[src/rtl/ring_tdm_arbiter.sv]
// ring_tdm_arbiter: two requesters (domain 0 / domain 1) share one ring link
// through a fixed time-division schedule. Each domain owns a 2-entry FIFO.
// The link only ever serves the queue of the domain owning the current slot,
// so neither domain can influence the timing seen by the other.
module ring_tdm_arbiter #(
  parameter int p_nbits       = 32,
  parameter int p_slot_cycles = 4
) (
  input  logic               clk,
  input  logic               reset,
  input  logic               in0_val,
  output logic               in0_rdy,
  input  logic [p_nbits-1:0] in0_msg,
  input  logic               in1_val,
  output logic               in1_rdy,
  input  logic [p_nbits-1:0] in1_msg,
  output logic               out_val,
  input  logic               out_rdy,
  output logic [p_nbits-1:0] out_msg,
  output logic               out_domain,
  output logic [7:0]         slot_cnt
);

  logic               dom;
  logic [7:0]         cnt_r;
  logic [1:0]         q_cnt  [2];
  logic [p_nbits-1:0] q_data [2][2];
  logic [1:0]         val_in;
  logic [p_nbits-1:0] msg_in [2];
  logic [1:0]         enq;
  logic [1:0]         deq;
  logic [1:0]         rdy;

  // Handshake decode. All outputs are driven from registered state plus
  // out_rdy only; nothing from the input side reaches out_msg/out_val
  // combinationally. Reset forces the idle view (no valid, ready asserted)
  // while no handshake is allowed to take effect.
  always_comb begin
    val_in    = {in1_val, in0_val};
    msg_in[0] = in0_msg;
    msg_in[1] = in1_msg;
    out_val   = reset && (q_cnt[dom] != 2'd0);
    out_msg   = out_val ? q_data[dom][0] : '0;
    enq       = '0;
    deq       = '0;
    rdy       = '0;
    for (int d = 0; d < 2; d++) begin
      deq[d] = out_val && out_rdy && (dom == 1'(d));
      rdy[d] = !reset || (q_cnt[d] != 2'd2) || deq[d];
      enq[d] = reset && val_in[d] && rdy[d];
    end
  end

  assign in0_rdy    = rdy[0];
  assign in1_rdy    = rdy[1];
  assign out_domain = dom;
  assign slot_cnt   = cnt_r;

  // Control state: free-running slot schedule and queue occupancies.
  always_ff @(posedge clk) begin
    if (!reset) begin
      cnt_r    <= '0;
      dom      <= 1'b0;
      q_cnt[0] <= '0;
      q_cnt[1] <= '0;
    end else begin
      if (cnt_r == 8'(p_slot_cycles - 1)) begin
        cnt_r <= '0;
        dom   <= ~dom;
      end else begin
        cnt_r <= cnt_r + 8'd1;
      end
      for (int d = 0; d < 2; d++) begin
        case ({enq[d], deq[d]})
          2'b10:   q_cnt[d] <= q_cnt[d] + 2'd1;
          2'b01:   q_cnt[d] <= q_cnt[d] - 2'd1;
          default: q_cnt[d] <= q_cnt[d];
        endcase
      end
    end
  end

  // Queue storage: entry 0 is always the head; a dequeue shifts entry 1 down.
  always_ff @(posedge clk) begin
    for (int d = 0; d < 2; d++) begin
      if (enq[d] && deq[d]) begin
        if (q_cnt[d] == 2'd2) begin
          q_data[d][0] <= q_data[d][1];
          q_data[d][1] <= msg_in[d];
        end else begin
          q_data[d][0] <= msg_in[d];
        end
      end else if (enq[d]) begin
        q_data[d][q_cnt[d][0]] <= msg_in[d];
      end else if (deq[d]) begin
        q_data[d][0] <= q_data[d][1];
      end
    end
  end

  // Simulation check: handshake controls must be known outside reset.
  always @(posedge clk) begin
    if (reset === 1'b1)
      assert (!$isunknown({in0_val, in1_val, out_rdy}))
        else $error("ring_tdm_arbiter: X on in0_val/in1_val/out_rdy");
  end

endmodule

[config.mk]
export PLATFORM = sky130hd
export DESIGN_NAME = ring_tdm_arbiter
export DESIGN_NICKNAME = d
export VERILOG_FILES = /design/src/rtl/ring_tdm_arbiter.sv
export SDC_FILE = /design/constraint.sdc
export NUM_CORES = 1
export LEC_CHECK = 0
export CELL_PAD_IN_SITES_DETAIL_PLACEMENT = 0
export CELL_PAD_IN_SITES_GLOBAL_PLACEMENT = 2
export CORE_UTILIZATION = 39
export CTS_CLUSTER_SIZE = 25
export DETAILED_ROUTE_END_ITERATION = 10
export PLACE_DENSITY = 0.84
export SYNTH_ARGS = -nofsm -noshare
export SYNTH_HDL_FRONTEND = slang
export SYNTH_SLANG_ARGS = --single-unit
[constraint.sdc]
create_clock -name clk -period 8.8 [get_ports clk]
set_input_delay 1.76 -clock clk [delete_from_list [all_inputs] [get_ports clk]]
set_output_delay 1.76 -clock clk [all_outputs]
set_load 0.005 [all_outputs]
==> out/qor.yml, run 1 <==
outcome:
  status: "completed"
power_and_ir_drop:
  p_leak_nw: 2.672
  ir_drop_mv: 0.1404
  power_w: 0.001835
  power_density_mw_per_mm2: 217.3
global_routing:
  grt_use_total_pct: 20.09
  grt_pass1_wl_um: 26640
  grt_start_max_net_pins: 38
  grt_pass1_vias: 4849
  grt_overflow: 0
  antenna_found_initial: 0
timing:
  fin_hold_ws_ns: 0.5014
  hold_violations: 0
  tightest_slew_ns: 1.285
  rsz0062_at_grt: "no"
  fin_crit_ns: 5.970
  post-route-period-util_pct: 67.84
  slew_viol_final: 0
  max_freq_mhz: 167.5
  fin_tns_setup_ns: 0
  setup_violations: 0
  clock_skew_ns: 0.007890
  timing.slew.headroom_pct: 14.17
yosys:
  synth_cell_types: 44
  synth_edf_count: 132
  synth-seq-cells: 142
  syn_area_per_cell_sq_um: 13.21
  ys_seq_area_share_pct: 63.69
  yosysWarnings: 0
  synthTopCellsByCount: "edfxtp_1 (132), nor2_1 (40), nand3_1 (39)"
  yosysTopAreaCellShare_pct: 60.63
  syn-instance-count: 495
  synth_largest_area_cell: "edfxtp_1"
  synth_area_leaders: "edfxtp_1 (61%), mux2_2 (5.3%), mux2i_1 (5.1%), o211ai_1 (4.0%), a22oi_1 (3.7%)"
  synth_most_common_cell: "edfxtp_1"
  synthArstFlopShare_pct: 0
  synth_nets: 566
  syn-cell-area_sq_mm: 0.006538
  synth_ff_type: "edfxtp_1"
floorplanning:
  die_area_sq_mm: 0.01728
  num_rows: 46
  pin_count: 113
  dieWidth_um: 131.5
  floorplan.initialDensity_pct: 40.57
  core-area_sq_mm: 0.01612
  die_height_um: 131.5
route:
  drtIter0Drc: 370
  routed_wirelength_um: 16820
  vias: 4668
  drcViolationCount: 0
  firstDrtPassIters: 5
  ant_nets: 0
  vias_per_cell: 5.679
  wl_per_cell_um: 20.47
cts:
  clockBufferDepth: 2
  root_buffer: "clkbuf_16"
  worst_skew_pair.late_latency_ns: 0.42
  cts_num_sinks: 142
  cts_tree: "done"
  clkTransAtPathRegs_ns: 0.05
  numCtsBuffers: 17
  cts_setup_buffers: 0
  clock_tree.htree_level_count: 4
  holdBufCountCts: 0
  post_cts_resized: 0
worst_setup_path:
  startpoint_type: "input pin"
  crit_type: "input pin to primary output"
  r2r_cells: 6
  cp.required_ns: 7.04
  crit_fanout: 33
  arrival_ns: 4.21
  r2r_slack_ns: 4.60
  end_kind: "primary output"
  timing.rr.end: "q_data[1][29]$_DFFE_PP_"
placed_design:
  io_buffers: 112
  dpl.cell_count: 791
  dp_hpwl_um: 10160
  gp_congestion: 0.7594
  placed_cell_area_sq_mm: 0.007906
cells_and_area:
  drive_above_1_share_pct: 13.04
  postLayoutCellArea_sq_mm: 0.008444
  nets: 665
  area.growth.synth_to_final_pct: 29.17
  num_antenna_cells: 0
  finalNonFillerCells: 822
worst_hold_path:
  hp-start: "slot_cnt[0]$_SDFF_PP0_"
  min_to: "slot_cnt[0]$_SDFF_PP0_"
  hold_class: "register to register"
  hold_depth: 1
job:
  max-cap-violations: 0
==> final cells by class <==
| type | instances | area [sq um] |
|---|---|---|
| clock buffer | 21 | 440.4 |
| clock inverter | 10 | 97.59 |
| fill | 1387 | 7671 |
| inverter | 6 | 22.52 |
| multi-input combinational | 304 | 2245 |
| sequential | 142 | 4165 |
| tap | 216 | 270.3 |
| timing repair buffer | 123 | 1204 |
==> where the power goes <==
group	internal, W	switching (W)
clock network	0.000409	0.000258
logic	0.000150	0.000178
registers	0.000810	0.0000291
total	0.00137	0.000465
==> through the flow <==
| step | setup WS (ns) | util (%) |
|---|---|---|
| after floorplan | 3.666 | - |
| after global placement | 2.837 | 49.06 |
| after detailed placement | 2.804 | 49.06 |
| after CTS | 2.797 | 52.40 |
| after global routing | 2.552 | 52.40 |
| final | 2.830 | 52.40 |
==> how the worst max path moves through the flow <==
stage               startpoint                      to  slack [ns]  depth (start not counted)
floorplan              out_rdy  q_data[0][0]$_DFFE_PP_        3.67                          3
detailed placement       reset             out_msg[19]        2.80                          4
CTS                      reset             out_msg[19]        2.80                          4
global placement         reset             out_msg[19]        2.84                          4
global route             reset             out_msg[19]        2.55                          4
finish                   reset             out_msg[19]        2.83                          4
==> cells in the final DEF (no fill, tap or decap), drive strengths merged, types with 10 or more instances in the layout <==
| cell | instances |
|---|---|
| nand4 | 36 |
| clkdlybuf4s50 | 112 |
| buf | 11 |
| nor2 | 40 |
| a22oi | 32 |
| dfxtp | 10 |
| edfxtp | 132 |
| mux2 | 32 |
| mux2i | 33 |
| o211ai | 35 |
| clkbuf | 21 |
| nand3 | 40 |
==> sequential cells by signal, indices dropped and copies added, names as in the netlist, named ones only <==
name and count:
out_domain 1, q_data 128, slot_cnt 8, q_cnt 4
==> cells by family after synthesis <==
group | synth area share [%]
simple gates | 12.04
xor+xnor | 0.5360
buf+inv | 3.177
mux | 10.56
flops | 63.69
compound gates | 9.608
fa+ha+maj | 0.3827
==> metal layers <==
layer  share of wire (%)  routed length, um  global-route usage [%]  vias up
li1                    -                  -                       -     2167
met1                  45               7494                   25.38     2329
met2                  49               8294                   33.39      152
met3                 4.8                800                   5.710       20
met4                 1.4                233                   5.879        0
met5                   0                  0                       0        -
==> critical path: stages <==
cell and delay (ns):
clkdlybuf4s50_1 0.79, nand3_2 0.73, nor2_1 0.38, clkdlybuf4s50_1 0.55
Note: power is estimated with default switching activity, not from simulation.
==> inputs of run 2 (changes only) <==
--- a/config.mk
+++ b/config.mk
@@ -7,10 +7,10 @@
 export LEC_CHECK = 0
 export CELL_PAD_IN_SITES_DETAIL_PLACEMENT = 0
 export CELL_PAD_IN_SITES_GLOBAL_PLACEMENT = 2
-export CORE_UTILIZATION = 39
+export CORE_UTILIZATION = 33
 export CTS_CLUSTER_SIZE = 25
 export DETAILED_ROUTE_END_ITERATION = 10
-export PLACE_DENSITY = 0.84
+export PLACE_DENSITY = 0.76
 export SYNTH_ARGS = -nofsm -noshare
 export SYNTH_HDL_FRONTEND = slang
 export SYNTH_SLANG_ARGS = --single-unit
==> constraint.sdc (replaced) <==
create_clock -name clk -period 5.1 [get_ports clk]
set_input_delay 1.02 -clock clk [delete_from_list [all_inputs] [get_ports clk]]
set_output_delay 1.02 -clock clk [all_outputs]
set_load 0.005 [all_outputs]
==> out/qor.yml, run 2 (synthesis results as in run 1) <==
power_and_ir_drop:
  p_seq_share_pct: 44.3
  power_w: 0.003278
  power_density_mw_per_mm2: 380.2
  switching_share_pct: 26.78
  p_switching_w: 0.0008778
  p_int_w: 0.002400
  combPwrFrac_pct: 17.3
  clock_power_share_pct: 38.5
  p_leak_nw: 2.741
  ir_drop_mv: 0.2514
outcome:
  status: "completed"
global_routing:
  grt_use_total_pct: 17.48
  grt_pass1_vias: 4733
  grt_pass1_wl_um: 26480
  grt_overflow: 0
  grt_start_max_net_pins: 36
  antenna_found_initial: 0
worst_setup_path:
  startpoint_type: "input pin"
  arrival_ns: 2.87
  r2r_cells: 5
  end_kind: "primary output"
  crit_fanout: 15
  cp.required_ns: 4.08
  crit_type: "input pin to primary output"
route:
  routed_wirelength_um: 16840
  ant_nets: 0
  wl_per_cell_um: 19.16
  vias_per_cell: 5.367
  vias: 4718
  firstDrtPassIters: 5
  drtIter0Drc: 364
  drcViolationCount: 0
floorplanning:
  num_rows: 51
  core-area_sq_mm: 0.01946
  pin_count: 113
  dieWidth_um: 142.8
  floorplan.initialDensity_pct: 33.59
  die_height_um: 142.8
  die_area_sq_mm: 0.02038
cells_and_area:
  regMostFlops: "q_data"
  nets: 672
  mostFrequentLayoutCells: "edfxtp_1 (132), clkdlybuf4s50_1 (112), nor2_1 (40)"
  num_antenna_cells: 0
  seqCellArea_sq_mm: 0.004165
  drive_above_1_share_pct: 15.47
  nFillCells: 1754
  multiInputGateArea_sq_mm: 0.002245
  area.growth.synth_to_final_pct: 31.89
  final_common_cell: "edfxtp_1"
  largest_register_ff_count: 128
cts:
  worst_skew_pair.late_latency_ns: 0.43
  post_cts_resized: 0
  root_buffer: "clkbuf_16"
  cts_num_sinks: 142
  clockBufferDepth: 2
  clkTransAtPathRegs_ns: 0.06
  numCtsBuffers: 17
  clock_tree.htree_level_count: 4
  cts_tree: "done"
  cts_setup_buffers: 0
  holdBufCountCts: 0
placed_design:
  gp_congestion: 0.7509
  dp_hpwl_um: 11020
  io_buffers: 112
timing:
  rsz0062_at_grt: "no"
  fin_tns_setup_ns: 0
  setup_violations: 0
  slew_viol_final: 0
  hold_violations: 0
  max_freq_mhz: 256.9
  clock_skew_ns: 0.007472
  fin_crit_ns: 3.892
  tightest_slew_ns: 0.8113
  post-route-period-util_pct: 76.32
  timing.slew.headroom_pct: 45.79
  fin_hold_ws_ns: 0.4954
worst_hold_path:
  hold_class: "register to register"
  hold_depth: 1
job:
  max-cap-violations: 0
[run 2: path summary, 6_finish.rpt]
kind / from / end / slack [ns]
setup / recovery: reset / in0_rdy / 1.21
hold / removal: slot_cnt[0]$_SDFF_PP0_ / slot_cnt[0]$_SDFF_PP0_ / 0.50
setup reg to reg: register / q_data[1][13]$_DFFE_PP_ / 1.97
hold reg to reg: slot_cnt[0]$_SDFF_PP0_ / slot_cnt[0]$_SDFF_PP0_ / 0.50
[run 2: critical path, stage by stage]
cell,delay (ns)
clkdlybuf4s50_1,0.45
buf_4,0.20
clkinv_1,0.34
nor2_1,0.26
nand3_1,0.11
clkdlybuf4s50_1,0.48
[run 2: stage by stage]
step           util (%)  instance area, sq um  worst slack, ns  instances
2_1_floorplan         -                  6538           0.7063        495
4_1_cts           44.30                  8622            1.172        879
3_5_place_dp      41.21                  8020            1.198        847
3_3_place_gp      41.21                  8020            1.211        847
6_report          44.30                  8622            1.208        879
5_1_grt           44.30                  8622            1.066        879
[run 2: per-layer routing]
metal | up-vias | track usage (%) | part of all wire [%]
met4 | 0 | 6.565 | 1.7
met1 | 2370 | 22.42 | 43
met3 | 23 | 4.561 | 5.3
li1 | 2181 | - | -
met5 | - | 0 | 0
met2 | 144 | 28.28 | 50
[run 2: power groups by stage]
stage	sequential, W	combinational (W)	clock, W
after floorplan	0.00145	0.000324	0
after global placement	0.00147	0.000560	0
after detailed placement	0.00148	0.000572	0
after CTS	0.00145	0.000575	0.00129
after global routing	0.00146	0.000626	0.00134
final	0.00145	0.000566	0.00126
[run 2: layout make-up]
type                            count  area share (%)
Multi-Input combinational cell    304           26.03
Clock buffer                       17           4.934
Sequential cell                   142           48.31
Timing Repair Buffer              130           14.57
Clock inverter                     15           2.046
Tap cell                          265           3.846
Inverter                            6          0.2612
